[config.mk]
export PLATFORM = sky130hd
export DESIGN_NAME = core_decode
export DESIGN_NICKNAME = d
export VERILOG_FILES = /design/src/rtl/core_pkg.sv /design/src/rtl/core_instr_field_decode.sv /design/src/rtl/core_decode.sv
export SDC_FILE = /design/constraint.sdc
export NUM_CORES = 1
export LEC_CHECK = 0
export ABC_AREA = 0
export BUFFER_PORTS_ARGS = -buffer_cell sky130_fd_sc_hd__buf_2
export CAP_MARGIN = 0
export CORE_MARGIN = 5
export CORE_UTILIZATION = 40
export CTS_BUF_LIST = sky130_fd_sc_hd__clkbuf_4
export CTS_CLUSTER_DIAMETER = 50
export DETAILED_ROUTE_END_ITERATION = 10
export HOLD_SLACK_MARGIN = 0.06
export PLACE_DENSITY = 0.61
export SETUP_SLACK_MARGIN = 0.02
export SYNTH_ARGS = -nofsm -noshare
export SYNTH_HDL_FRONTEND = slang
export SYNTH_SLANG_ARGS = --single-unit
export TNS_END_PERCENT = 10
[constraint.sdc]
create_clock -name clk -period 2 [get_ports clk]
set_input_delay 0.1 -clock clk [delete_from_list [all_inputs] [get_ports clk]]
set_output_delay 0.1 -clock clk [all_outputs]
set_load 0.05 [all_outputs]
[src/rtl/core_pkg.sv]
// -----------------------------------------------------------------------------
// core_pkg
// Shared types for the LETC core decode stage: basic word/register types, the
// RV32 major opcode enumeration, the instruction format enumeration, the
// decoded instruction record that travels from decode to execute, and the
// helper that builds the immediate for a given format.
// No ports (package).
// -----------------------------------------------------------------------------
package core_pkg;

   typedef logic [31:0] word_t;
   typedef logic [4:0]  reg_index_t;

   // Major opcode field instr[6:2]; the two low bits are always 2'b11 for
   // legal 32-bit encodings and are checked separately.
   typedef enum logic [4:0] {
      OPCODE_LOAD     = 5'b00000,
      OPCODE_MISC_MEM = 5'b00011,
      OPCODE_OP_IMM   = 5'b00100,
      OPCODE_AUIPC    = 5'b00101,
      OPCODE_STORE    = 5'b01000,
      OPCODE_AMO      = 5'b01011,
      OPCODE_OP       = 5'b01100,
      OPCODE_LUI      = 5'b01101,
      OPCODE_BRANCH   = 5'b11000,
      OPCODE_JALR     = 5'b11001,
      OPCODE_JAL      = 5'b11011,
      OPCODE_SYSTEM   = 5'b11100
   } opcode_e;

   typedef enum logic [2:0] {
      FMT_R    = 3'd0,
      FMT_I    = 3'd1,
      FMT_S    = 3'd2,
      FMT_B    = 3'd3,
      FMT_U    = 3'd4,
      FMT_J    = 3'd5,
      FMT_UIMM = 3'd6
   } instr_format_e;

   // Occupancy of the output register plus skid register in core_decode.
   typedef enum logic [1:0] {
      OCC_EMPTY = 2'd0,
      OCC_ONE   = 2'd1,
      OCC_TWO   = 2'd2
   } occupancy_e;

   typedef struct packed {
      word_t         pc;
      opcode_e       opcode;
      reg_index_t    rd;
      reg_index_t    rs1;
      reg_index_t    rs2;
      logic [2:0]    funct3;
      logic [6:0]    funct7;
      word_t         imm;
      instr_format_e format;
      logic          illegal;
   } decoded_instr_s;

   // Immediate assembly per format; every signed form sign-extends from
   // instr[31], while UIMM (CSR immediate forms) zero-extends the rs1 field.
   function automatic word_t imm_from_instr(input word_t instr, input instr_format_e fmt);
      word_t imm;
      imm = '0;
      case (fmt)
         FMT_I:    imm = {{20{instr[31]}}, instr[31:20]};
         FMT_S:    imm = {{20{instr[31]}}, instr[31:25], instr[11:7]};
         FMT_B:    imm = {{19{instr[31]}}, instr[31], instr[7], instr[30:25], instr[11:8], 1'b0};
         FMT_U:    imm = {instr[31:12], 12'b0};
         FMT_J:    imm = {{11{instr[31]}}, instr[31], instr[19:12], instr[20], instr[30:21], 1'b0};
         FMT_UIMM: imm = {27'b0, instr[19:15]};
         default:  imm = '0;
      endcase
      return imm;
   endfunction

endpackage

[src/rtl/core_instr_field_decode.sv]
// -----------------------------------------------------------------------------
// core_instr_field_decode
// Purely combinational split of a raw RV32 instruction word into its fields,
// format, immediate and illegal flag.
// Ports:
//   instr   in  32  raw instruction word
//   pc      in  32  PC carried alongside the word
//   decoded out     decoded_instr_s record for the word
// -----------------------------------------------------------------------------
module core_instr_field_decode
   import core_pkg::*;
(
   input  word_t          instr,
   input  word_t          pc,
   output decoded_instr_s decoded
);

   instr_format_e fmt;
   logic          legal;

   // Format lookup from the major opcode; anything outside the map, or a
   // compressed/invalid low-bit pattern, is flagged illegal and forced to R
   // with a zero immediate so execute never sees a half-built immediate.
   always_comb begin
      fmt   = FMT_R;
      legal = 1'b1;
      if (instr[1:0] != 2'b11) begin
         legal = 1'b0;
      end else begin
         case (instr[6:2])
            OPCODE_OP, OPCODE_AMO:                               fmt = FMT_R;
            OPCODE_LOAD, OPCODE_OP_IMM, OPCODE_JALR, OPCODE_MISC_MEM: fmt = FMT_I;
            OPCODE_SYSTEM:                                       fmt = instr[14] ? FMT_UIMM : FMT_I;
            OPCODE_STORE:                                        fmt = FMT_S;
            OPCODE_BRANCH:                                       fmt = FMT_B;
            OPCODE_LUI, OPCODE_AUIPC:                            fmt = FMT_U;
            OPCODE_JAL:                                          fmt = FMT_J;
            default:                                             legal = 1'b0;
         endcase
      end

      decoded         = '0;
      decoded.pc      = pc;
      decoded.opcode  = opcode_e'(instr[6:2]);
      decoded.rd      = instr[11:7];
      decoded.rs1     = instr[19:15];
      decoded.rs2     = instr[24:20];
      decoded.funct3  = instr[14:12];
      decoded.funct7  = instr[31:25];
      decoded.format  = legal ? fmt : FMT_R;
      decoded.imm     = legal ? imm_from_instr(instr, fmt) : '0;
      decoded.illegal = ~legal;
   end

endmodule

[src/rtl/core_decode.sv]
// -----------------------------------------------------------------------------
// core_decode
// Decode stage of the LETC core. Decodes each fetched RV32 word and hands the
// registered result to execute over valid/ready. An output register plus one
// skid register give full throughput while f2d_ready stays a flop output.
// Ports:
//   clk, rst_n             clock, asynchronous active-low reset
//   flush                  synchronous flush, drops every held entry
//   f2d_valid/ready        fetch handshake (ready is registered)
//   f2d_instr, f2d_pc      raw instruction word and its PC
//   d2e_valid/ready        execute handshake
//   d2e_pc .. d2e_illegal  decoded fields of the entry at the output
// -----------------------------------------------------------------------------
module core_decode
   import core_pkg::*;
(
   input  logic        clk,
   input  logic        rst_n,
   input  logic        flush,
   input  logic        f2d_valid,
   output logic        f2d_ready,
   input  logic [31:0] f2d_instr,
   input  logic [31:0] f2d_pc,
   output logic        d2e_valid,
   input  logic        d2e_ready,
   output logic [31:0] d2e_pc,
   output logic [4:0]  d2e_opcode,
   output logic [4:0]  d2e_rd,
   output logic [4:0]  d2e_rs1,
   output logic [4:0]  d2e_rs2,
   output logic [2:0]  d2e_funct3,
   output logic [6:0]  d2e_funct7,
   output logic [31:0] d2e_imm,
   output logic [2:0]  d2e_format,
   output logic        d2e_illegal
);

   decoded_instr_s in_dec;
   decoded_instr_s out_q;
   decoded_instr_s skid_q;
   occupancy_e     state;
   occupancy_e     state_next;
   logic           ready_q;
   logic           accept;
   logic           drain;
   logic           load_out_in;
   logic           load_out_skid;
   logic           load_skid;

   core_instr_field_decode u_field_decode (
      .instr   (f2d_instr),
      .pc      (f2d_pc),
      .decoded (in_dec)
   );

   assign f2d_ready = ready_q;
   assign d2e_valid = (state != OCC_EMPTY);
   assign accept    = f2d_valid && ready_q;
   assign drain     = d2e_valid && d2e_ready;

   // Occupancy next-state and register load enables. The output register is
   // always the oldest entry; the skid register only fills when a beat is
   // accepted while the output is stalled, which keeps the order FIFO.
   always_comb begin
      state_next    = state;
      load_out_in   = 1'b0;
      load_out_skid = 1'b0;
      load_skid     = 1'b0;
      if (flush) begin
         state_next = OCC_EMPTY;
      end else begin
         case (state)
            OCC_EMPTY: begin
               if (accept) begin
                  state_next  = OCC_ONE;
                  load_out_in = 1'b1;
               end
            end
            OCC_ONE: begin
               if (accept && !drain) begin
                  state_next = OCC_TWO;
                  load_skid  = 1'b1;
               end else if (drain && !accept) begin
                  state_next = OCC_EMPTY;
               end else if (drain && accept) begin
                  load_out_in = 1'b1;
               end
            end
            OCC_TWO: begin
               if (drain) begin
                  state_next    = OCC_ONE;
                  load_out_skid = 1'b1;
               end
            end
            default: state_next = OCC_EMPTY;
         endcase
      end
   end

   // State and registered ready; ready is computed from the next state so
   // it falls the cycle after the skid fills and is back up after a drain.
   always_ff @(posedge clk or negedge rst_n) begin
      if (!rst_n) begin
         state   <= OCC_EMPTY;
         ready_q <= 1'b1;
      end else begin
         state   <= state_next;
         ready_q <= (state_next != OCC_TWO);
      end
   end

   // Data registers hold decoded fields rather than the raw word, so execute
   // sees stable fields while stalled and no decode sits on the output path.
   always_ff @(posedge clk or negedge rst_n) begin
      if (!rst_n) begin
         out_q  <= '0;
         skid_q <= '0;
      end else begin
         if (load_out_in) begin
            out_q <= in_dec;
         end else if (load_out_skid) begin
            out_q <= skid_q;
         end
         if (load_skid) begin
            skid_q <= in_dec;
         end
      end
   end

   assign d2e_pc      = out_q.pc;
   assign d2e_opcode  = out_q.opcode;
   assign d2e_rd      = out_q.rd;
   assign d2e_rs1     = out_q.rs1;
   assign d2e_rs2     = out_q.rs2;
   assign d2e_funct3  = out_q.funct3;
   assign d2e_funct7  = out_q.funct7;
   assign d2e_imm     = out_q.imm;
   assign d2e_format  = out_q.format;
   assign d2e_illegal = out_q.illegal;

endmodule

# Word-level counts from Yosys, hierarchy flattened
# Index checks and enable logic that the tools add are counted.
[totals] word_cells=86 ff_bits=199
[classes] n_mux=28 eq_ne=21 bitwise_logic=1 reduce_logical=14
[ops] cell="2-to-1 mux 98 bit" n=2
[ops] cell="one-hot mux 32 bit (6 select lines)" n=1
[ops] cell="2-to-1 mux 32 bit" n=1
[ops] cell="equality test 5 x 4 -> 1 bit, second input constant" n=4
[ops] cell="equality test 5 bit, second input constant" n=4
[ops] cell="one-hot mux 3 bit (6 select lines)" n=1
[ops] cell="2-to-1 mux 1 bit" n=13
[ops] cell="OR reduction 12 bit" n=1
[ops] cell="equality test 5 x 3 -> 1 bit, second input constant" n=2
[ops] cell="2-to-1 mux 2 bit" n=5
[ops] cell="equality test 3 bit, second input constant" n=3
[ops] cell="2-to-1 mux 3 bit" n=3
[ops] cell="equality test 3 x 2 -> 1 bit, second input constant" n=2
[ops] cell="one-hot mux 2 bit (3 select lines)" n=1
[ops] cell="equality test 5 x 2 -> 1 bit, second input constant" n=1
[ops] cell="logical AND 1 bit" n=5
[ops] cell="logical NOT 5 bit" n=1
[ops] cell="!= test 2 bit, second input constant" n=2
[ops] cell="nonzero test 2 bit" n=2
[ops] cell="OR reduction 4 bit" n=1
[ops] cell="equality test 3 x 1 -> 1 bit, second input constant" n=1
[ops] cell="equality test 2 x 1 -> 1 bit, second input constant" n=1
[ops] cell="equality test 2 bit, second input constant" n=1
[ops] cell="logical NOT 1 bit" n=2
[ops] cell="other kinds (4)" n=4

# Depth between registers and ports, before layout
# Gate-level depths: netlist (run 1).
[depth] word_depth=9 ltp_mapped=7 depth_no_buf=5

# Cells and area by module
# From an unflattened synthesis (run 1), not the netlist that was laid out.
[unflattened] hier_cells=809 area_unflattened_um2=9108.7
[modules_own_cells] module="core_decode" cells_each=650 area_per_inst_um2=7957.6 n_inst=1
[modules_own_cells] module="core_instr_field_decode" cells_each=159 area_per_inst_um2=1151.1 n_inst=1

# Least setup slack after synthesis (run 1)
# No wires, ideal clock.
[synth_path] path_type="reg2reg" from="register ready_q, in the netlist f2d_ready" to="register out_q, in the netlist d2e_imm[23]" path_stages_with_launch=7 period_less_slack_ps=2181 n_path_buf=2 setup_slack_ps=-181 setup_ps=144 t_arrival_ps=2037 path_cell_list="dfstp_2 nand2_1 or4_1 clkbuf_1 a21oi_1 clkbuf_1 a32oi_1"
[synth_via] elab_chain_len=8
[synth_lines] item="from (decl)" line="core_decode.sv:43" source="logic ready_q;"
[synth_lines] item="from (signal assigned)" line="core_decode.sv:108" source="ready_q <= (state_next != OCC_TWO);"
[synth_lines] item="logical AND 1 bit *" line="core_decode.sv:58" source="assign accept = f2d_valid && ready_q;"
[synth_lines] item="logical AND 1 bit / logical NOT 1 bit (equally long branches)" line="core_decode.sv:85, core_decode.sv:83"
[synth_lines] item="2-to-1 mux 1 bit / logical AND 1 bit (equally long branches)" line="core_decode.sv:85, core_decode.sv:83"
[synth_lines] item="2-to-1 mux 1 bit" line="core_decode.sv:83" source="end else if (drain && !accept) begin"
[synth_lines] item="2-to-1 mux 1 bit" line="core_decode.sv:80" source="if (accept && !drain) begin"
[synth_lines] item="one-hot mux 1 bit (2 select lines) *" line="core_decode.sv:72" source="case (state)"
[synth_lines] item="2-to-1 mux 1 bit *" line="core_decode.sv:69" source="if (flush) begin"
[synth_lines] item="2-to-1 mux 98 bit / nonzero test 2 bit (equally long branches)"
[synth_lines] item="to (signal assigned)" line="core_decode.sv:120" source="out_q <= in_dec;"
[synth_lines] item="to (signal assigned)" line="core_decode.sv:122" source="out_q <= skid_q;"
[synth_lines] item="to (decl)" line="core_decode.sv:39" source="decoded_instr_s out_q;"
# Every way passes the cells marked *; elsewhere a longest branch is shown, timed or not.
# A chain may end at the register's enable or synchronous reset.

# Worst setup path in the final report (run 1)
[layout_path] from="register ready_q, in the netlist f2d_ready" to="register out_q, in the netlist d2e_imm[4]"
# Same word-level chain as after synthesis.

==> flow_summary.toml, run 1 <==
[run_status]
outcome = "finished, final reports clean"

[worst_setup_path]
worstPathMaxFanout = 45
cp.required_ps = 2490
worstSetupEndpointType = "flop"
start_kind = "flop"
worstPathArrival_ps = 2410
crit_type = "flop to flop"

[global_routing]
grt_use_total_pct = 20.9
grt_overflow_total = 0
grt_pass1_vias = 7667
antenna_found_initial = 1
grt_pass1_wl_um = 41600
grt_max_degree = 70

[logic_synthesis]
yosys_warnings = 0
synth_top_area_share_pct = 56.8
synthTopCellsByCount = "nand2_1 (378), dfrtp_1 (198), nor2_1 (82), clkbuf_1 (57), a31oi_1 (54)"
synth_top_cells_by_area = "dfrtp_1 (57%), nand2_1 (16%), a31oi_1 (3.9%)"
synth.distinct_cells = 54
synthesis.nets = 1054
syn_inst = 985
yosysTopAreaCell = "dfrtp_1"
ys_seq_elements = 199
netlist_area_sq_um = 8730
postSynth.asyncResetShare_pct = 100
synth_edf_count = 0
synth_area_per_cell_sq_um = 8.86
synthFlopType = "dfrtp_1"
synth.yosys.seq_area_share_pct = 57.1
yosysMostFrequentCell = "nand2_1"

[pwr]
comb_power_share_pct = 29.3
powerDensity_nw_per_um2 = 963
cell_internal_pwr_mw = 6.52
switching_power_mw = 4.20
switching_share_pct = 39.2
total_power_mw = 10.7
ir_drop_v = 0.000437
p_leak_nw = 5.47
pwr-share-clk_pct = 21.6
p_seq_share_pct = 49.1

[placed_design]
hpwl_um = 16900
place_inst = 1396
gp_congestion = 0.828
placed_cell_area_sq_um = 10100
port_buffers = 168
dp_slack_ps = 84.8

[sta]
period_minus_slack_ps = 1930
worst_hold_slack_ps = 261
tightest_slew_ps = 474
setup_slack_ps = 71.0
slew_headroom_pct = 68.3
setup_tns_ps = 0
rsz0062_at_grt = "true"
timing_hold_violations_final = 0
finalMaxSlewViolations = 0
finalClockSkew_ps = 24.9
max_freq_mhz = 518
post-route-period-util_pct = 96.5
setup_viol = 0

[cells_and_area]
multiInputGateArea_sq_um = 3530
final-seq-area_sq_um = 4980
areaGrowthSynthToFinish_pct = 27.5
n_fill_cell = 2045
fin_util_pct = 51.3
fin_area_sq_um = 11100
fin_cells = 1502
nNetsFinal = 1277
drive_gt1_share_pct = 21.1

[detailed_routing]
wl_met1_um = 12100
wl_per_cell_um = 17.2
drt_iter0_drc = 602
drtAntennaViolNets = 0
viasPerCell = 5.18
top_layer = "met4"
firstDrtPassIters = 5
dr_wl_met3_um = 1790
vias = 7787
drc = 0
wl_um = 25900
wl_met2_um = 11800

[clocking]
clock_latency_ps = 570
clock_sinks = 199
cts-root-buf = "clkbuf_4"
h-tree-depth = 4
cts_tree = "done"
clockBufferDepth = 2
numCtsBuffers = 17
cts.clk_slew.worst_paths_ps = 170

[floorplanning]
dieWidth_um = 158
io-pin-count = 169
initial_core_util_pct = 40.3
fp.coreArea_sq_um = 21700
row_count = 54
die_area_sq_um = 24900
die_h_um = 158

[flow_run]
cap_violations = 0

[min_path]
hp-class = "primary input to flop"
layout by cell type, fill, tap and decap left out, drive strengths merged, types with 5 or more instances in the layout:
| cell | n |
|---|---|
| a22oi | 17 |
| dfrtp | 198 |
| a32oi | 11 |
| and3 | 13 |
| nand2 | 378 |
| inv | 9 |
| clkbuf | 19 |
| o2bb2ai | 6 |
| mux2i | 10 |
| buf | 201 |
| and2 | 7 |
| nor2 | 82 |
| o21ai | 20 |
| dlygate4sd3 | 70 |
| a21oi | 38 |
| nand3 | 18 |
| nor2b | 5 |
| a31oi | 54 |
| a22o | 6 |
cells by family (layout without fill, tap and decap cells):
| group | after synthesis | count (layout) | synth area share [%] |
|---|---|---|---|
| DFF | 199 | 199 | 57.1 |
| and+or+nand+nor | 528 | 529 | 24.8 |
| AOI/OAI and AO/OA | 176 | 176 | 13.6 |
| buffers and inverters | 72 | 307 | 3.37 |
| other | 0 | 1 | 0 |
| muxes | 10 | 10 | 1.15 |
power by group through the flow:
stage / logic, mW / registers, mW / clock network, mW
2_1_floorplan: 0.930 / 6.49 / 0
3_3_place_gp: 3.00 / 5.34 / 0
3_5_place_dp: 3.05 / 5.34 / 0
4_1_cts: 3.16 / 5.27 / 2.39
5_1_grt: 3.42 / 5.38 / 2.54
6_report: 3.14 / 5.27 / 2.31
metal layers:
metal  up-vias  track usage, %
met2       267            32.9
met3        16            4.81
met5         -               0
met4         0            4.10
li1       3752               -
met1      3752            30.0
timing repair:
item | in CTS | in global routing
endpoints found under the setup margin | 0 | 28
hold buffers | 70 | 0
hold endpoints to repair | 393 | 0
buffers inserted | 0 | 2
gates resized for setup | 0 | 7
worst paths after layout:
path | startpoint | to | slack [ps] | depth (start not counted)
max in group asynchronous | rst_n | f2d_ready | 650 | 4
setup reg to reg | f2d_ready | d2e_imm[4] | 70 | 5
min in group asynchronous | rst_n | skid_q[2] | 540 | 3
setup / recovery | f2d_ready | d2e_imm[4] | 70 | 5
hold reg to reg | skid_q[42] | d2e_funct7[6] | 480 | 2
hold / removal | f2d_pc[12] | skid_q[78] | 260 | 4
area by class of cell:
type	instances	area share [%]
sequential	199	44.7
antenna	1	0.0225
tap	280	3.15
inverter	2	0.0674
timing repair buffer	273	17.5
clock inverter	15	1.65
clock buffer	17	1.15
multi-input combinational	715	31.7
critical path, cell delays in order (launching register included):
cell and delay (ps):
dfstp_2 600, nand2_4 90, or4_4 650, buf_12 230
and3_1 160, a21oi_1 120
state kept, by name, summed over array words and instances (netlist names):
register     cells
d2e_opcode       5
d2e_format       3
d2e_rs2          5
f2d_ready        1
d2e_pc          32
d2e_rd           5
d2e_rs1          5
d2e_imm         32
state            2
d2e_funct3       3
d2e_funct7       7
d2e_illegal      1
skid_q          98
(Power assumes the default switching activity.)
==> run 2, diff against run 1 <==
PLACE_DENSITY = 0.74   (was 0.61)
==> flow_summary.toml, run 2 (same netlist as run 1, synthesis figures left out) <==
[min_path]
whs_endpoint = "skid_q[34]"
min_from = "f2d_valid"
hp-class = "primary input to flop"
hold_path_depth = 4

[global_routing]
grt_pass1_vias = 7906
grt_max_degree = 79
grt_pass1_wl_um = 41900
antenna_found_initial = 0
grt_use_total_pct = 21.1
grt_overflow_total = 0

[sta]
setup_viol = 0
finalClockSkew_ps = 29.7
finalMaxSlewViolations = 0
period_minus_slack_ps = 1950
slew_headroom_pct = 35.3
max_freq_mhz = 513
rsz0062_at_grt = "true"
timing_hold_violations_final = 0
post-route-period-util_pct = 97.5
tightest_slew_ps = 967

[floorplanning]
initial_core_util_pct = 40.3
die_h_um = 158
fp.coreArea_sq_um = 21700
io-pin-count = 169
dieWidth_um = 158
die_area_sq_um = 24900
row_count = 54

[pwr]
p_leak_nw = 5.56
powerDensity_nw_per_um2 = 941
ir_drop_v = 0.000541
total_power_mw = 10.6

[worst_setup_path]
cp.required_ps = 2500
cp_slowest_cell = "dfstp_2"
worstPathArrival_ps = 2450
cp_cell_sequence = "nand2_2 > or4_4 > buf_16 > buf_16 > and3_4 > a21oi_1"
crit_top_cell = "buf_16"
r2r_start = "f2d_ready"
worstPathMaxFanout = 41
r2r_end = "d2e_imm[2]"
start_kind = "flop"
cpPeakStageDelay_ps = 570
worstSetupEndpointType = "flop"
reg2reg_slack_ps = 50
worst-r2r-cell-count = 6
crit_type = "flop to flop"

[run_status]
outcome = "finished, final reports clean"

[cells_and_area]
n_fill_cell = 1931
areaGrowthSynthToFinish_pct = 29.1
n_antenna_cell = 0
multiInputGateArea_sq_um = 3550
final-seq-area_sq_um = 4980
fin_area_sq_um = 11300
largest_register = "skid_q"
layout_common_cells = "nand2_1 (377), dfrtp_1 (198), buf_2 (167), nor2_1 (82), dlygate4sd3_1 (69)"
nNetsFinal = 1292
largest_reg_flops = 98
final_common_cell = "nand2_1"
drive_gt1_share_pct = 22.7

[detailed_routing]
drc = 0
firstDrtPassIters = 5
vias = 7956
drtAntennaViolNets = 0
viasPerCell = 5.25
wl_per_cell_um = 17.4
drt_iter0_drc = 590
wl_um = 26400

[clocking]
h-tree-depth = 4
cts.clk_slew.worst_paths_ps = 190
clock_sinks = 199
cts-root-buf = "clkbuf_4"
clock_latency_ps = 590
cts_tree = "done"
numCtsBuffers = 17
clockBufferDepth = 2

[flow_run]
cap_violations = 0

[placed_design]
hpwl_um = 16700
gp_congestion = 0.887
port_buffers = 168
placed_cell_area_sq_um = 10100
-- run 2: changes by cell type in the layout (fill, tap and decap cells not counted), sizes merged, moves of 2 or more --
| cell | delta |
|---|---|
| buf | +16 |
| bufinv | -2 |
| clkbuf | +2 |
| inv | +2 |
-- run 2: where the power goes --
group	switching [mW]	leakage, nW	internal, mW
sequential	0.459	2.44	4.82
combinational	2.26	2.97	0.945
clock	1.54	0.146	0.570
total	4.26	5.56	6.34
-- run 2: cell type report --
cell class | count | area share (%)
clock buffers | 18 | 1.20
clock inverters | 14 | 1.18
inverters | 2 | 0.0666
multi-input cells | 714 | 31.6
flip-flops and latches | 199 | 44.2
well taps | 280 | 3.11
repair buffers | 289 | 18.7
-- run 2: worst max-delay path, delay by kind of cell, from the launching register on --
kind	cells	cell delay [ps]
and+or+nand+nor	3	800
buffers and inverters	2	390
AOI/OAI and AO/OA	1	120
DFF	1	570
-- run 2: how the worst max path moves through the flow --
stage                          from            end  slack, ps
final                     f2d_ready     d2e_imm[2]         50
after global routing       state[1]     skid_q[15]        -20
after CTS                 f2d_ready  d2e_format[1]          6
after detailed placement  f2d_ready  d2e_format[1]       -130
after global placement    f2d_ready  d2e_format[1]        -90
after floorplan           f2d_ready    d2e_imm[11]        -20
-- run 2: what timing repair did --
action	in CTS	in global routing
hold buffers	69	0
pin swaps	0	3
setup buffers	0	3
gates resized for setup	5	16
gates cloned	1	2
endpoints found under the hold margin	395	0
endpoints found under the setup margin	56	65
-- run 2: routing by layer --
layer	track usage (%)	wire length, um	vias to the layer above	share of wire (%)
met5	0	0	-	0
met2	33.1	12500	299	47
met1	29.6	11500	3839	44
li1	-	-	3779	-
met3	5.06	1930	39	7.3
met4	5.53	433	0	1.6
-- run 2: stage by stage --
stage	std cells	hold slack [ps]	setup WS (ps)	TNS, ps	util [%]
finish	1516	127	49.5	0	51.9
global route	1516	93.3	-19.9	-54.1	51.9
CTS	1511	84.1	5.63	0	51.3
detailed placement	1409	118	-128	-2240	46.6
global placement	1409	111	-90.6	-713	46.6
floorplan	985	-196	-16.8	-145	-
==> run 3, diff against run 2 <==
SYNTH_HIERARCHICAL = 1   (was unset)
==> flow_summary.toml, run 3 <==
[placed_design]
place_inst = 1188
dp_slack_ps = -227
gp_congestion = 0.806
placed_cell_area_sq_um = 10000
port_buffers = 168
hpwl_um = 15100

[global_routing]
grt_overflow_total = 0
met1_usage_pct = 22.9
grt_pass1_wl_um = 37500
grt_max_degree = 75
grt_pass1_vias = 6938
grtUsageMet3_pct = 5.13
top_usage_layer = "met2"
antenna_found_initial = 0
use_met2_pct = 30.1
grt_use_total_pct = 17.9

[cells_and_area]
largest_register = "skid_q"
areaGrowthSynthToFinish_pct = 20.4
n_antenna_cell = 0
drive_gt1_share_pct = 35.3
nNetsFinal = 1061
largest_reg_flops = 98
fin_util_pct = 48.8
fin_area_sq_um = 11000
final_common_cell = "nand2_1"
layout_common_cells = "nand2_1 (202), dfrtp_1 (198), buf_2 (167), a22oi_1 (96), mux2_2 (89)"
fin_cells = 1290

[detailed_routing]
vias = 6602
drtAntennaViolNets = 0
viasPerCell = 5.12
firstDrtPassIters = 6
drt_iter0_drc = 427
wl_per_cell_um = 17.8
drc = 0
wl_um = 23000

[sta]
setup_viol = 0
period_minus_slack_ps = 1890
finalClockSkew_ps = 22.8
finalMaxSlewViolations = 0
rsz0062_at_grt = "false"
tightest_slew_ps = 572
setup_tns_ps = 0
max_freq_mhz = 528
slew_headroom_pct = 61.8
post-route-period-util_pct = 94.6
timing_hold_violations_final = 0
setup_slack_ps = 108

[clocking]
clockBufferDepth = 2
cts.clk_slew.worst_paths_ps = 160
clock_latency_ps = 570
h-tree-depth = 4
cts_setup_buffers = 0
clock_sinks = 199
cts_tree = "done"
numCtsBuffers = 17
cts-root-buf = "clkbuf_4"

[worst_setup_path]
cp_cell_sequence = "buf_2 > dlygate4sd3_1 > buf_4 > a21oi_2 > o311ai_4 > buf_4 > nor3_2 > a222oi_1 > inv_1 > mux2_2"
crit_type = "primary input to flop"
worstPathArrival_ps = 2360
cp.required_ps = 2470
worstSetupEndpointType = "flop"
worstPathMaxFanout = 11
cpPeakStageDelay_ps = 580
crit_top_cell = "buf_4"
worst-r2r-cell-count = 4
cp_slowest_cell = "dlygate4sd3_1"
r2r_start = "state[0]"
start_kind = "primary input"
reg2reg_slack_ps = 260
r2r_end = "d2e_rs2[0]"

[logic_synthesis]
yosys_warnings = 6
synth_top_area_share_pct = 54.4
synthFlopType = "dfrtp_1"
syn_inst = 809
yosysMostFrequentCell = "nand2_1"
synth_edf_count = 0
yosysTopAreaCell = "dfrtp_1"
netlist_area_sq_um = 9110
synth_top_cells_by_area = "dfrtp_1 (54%), mux2_2 (11%), nand2_1 (8.3%)"
synthTopCellsByCount = "nand2_1 (202), dfrtp_1 (198), a22oi_1 (96), mux2_2 (89), buf_4 (68)"
synth.yosys.seq_area_share_pct = 54.7
synth.distinct_cells = 53
synth_area_per_cell_sq_um = 11.3
synthesis.nets = 878
ys_seq_elements = 199
postSynth.asyncResetShare_pct = 100

[floorplanning]
row_count = 55
dieWidth_um = 161
io-pin-count = 169
die_h_um = 161
initial_core_util_pct = 40.5
fp.coreArea_sq_um = 22500
die_area_sq_um = 25900

[pwr]
p_seq_share_pct = 52.4
p_leak_nw = 5.77
switching_power_mw = 3.49
comb_power_share_pct = 26.8
switching_share_pct = 36.4
powerDensity_nw_per_um2 = 874
ir_drop_v = 0.000333
pwr-share-clk_pct = 20.7
cell_internal_pwr_mw = 6.10

[run_status]
outcome = "finished, final reports clean"

[flow_run]
cap_violations = 0

[min_path]
min_from = "f2d_instr[3]"
hp-class = "primary input to flop"
whs_endpoint = "d2e_illegal"
hold_path_depth = 5
-- run 3: cell types whose count changed in the layout (fill, tap and decap cells not counted), moves of 18 or more --
cell and change:
mux2_2 +89, a21o_1 +18, a31oi_1 -52, nor2_1 -71, a22oi_1 +79, nand2_1 -175, a21oi_1 -31
-- run 3: cell type report --
type	count	area, sq um
repair buffers	274	1980
multi-input cells	493	3380
clock buffers	17	128
fillers	2030	11500
flip-flops and latches	199	4980
inverters	7	26.3
well taps	285	357
clock inverters	15	123
-- run 3: metal layers --
metal	share of wire, %	vias up
li1	-	3105
met1	44	3257
met2	48	216
met3	6.7	24
met4	1.7	0
met5	0	-
-- run 3: cell families after synthesis --
logic type	share of synthesized area [%]
and+or+nand+nor	12.0
DFF	54.7
buffers and inverters	8.35
muxes	12.8
xor gates and xnor gates	0.0962
AOI/OAI and AO/OA	12.0
-- run 3: critical path, delay by kind of cell --
family                 cells  cell delay, ps
AOI/OAI and AO/OA          3             720
buffers and inverters      5            1180
and+or+nand+nor            1              80
muxes                      1             270
-- run 3: metrics by stage --
step / hold slack [ps] / power [mW]
after global placement: 52.1 / 7.50
final: 177 / 9.59
after floorplan: -196 / 6.90
after global routing: 186 / 10.1
after CTS: 73.8 / 9.67
after detailed placement: 61.5 / 7.58
-- run 3: power by group through the flow --
stage	clock network [mW]	logic, mW	registers, mW
2_1_floorplan	0	0.928	5.97
3_3_place_gp	0	2.43	5.07
3_5_place_dp	0	2.47	5.10
4_1_cts	2.06	2.59	5.02
5_1_grt	2.21	2.77	5.11
6_report	1.99	2.57	5.03
-- run 3: how the worst max path moves through the flow --
| stage | start | end | slack [ps] | depth (start not counted) |
|---|---|---|---|---|
| 6_report | f2d_instr[5] | skid_q[5] | 110 | 10 |
| 5_1_grt | f2d_instr[5] | skid_q[5] | 30 | 10 |
| 4_1_cts | f2d_instr[5] | d2e_imm[23] | 20 | 10 |
| 3_5_place_dp | f2d_instr[4] | d2e_imm[23] | -230 | 9 |
| 3_3_place_gp | f2d_instr[4] | d2e_imm[23] | -220 | 9 |
| 2_1_floorplan | f2d_instr[3] | skid_q[25] | 160 | 9 |
-- run 3: repair_timing --
action	CTS	global route
hold buffers	69	1
resized for setup	0	1
endpoints found under the setup margin	0	22
endpoints found under the hold margin	388	6
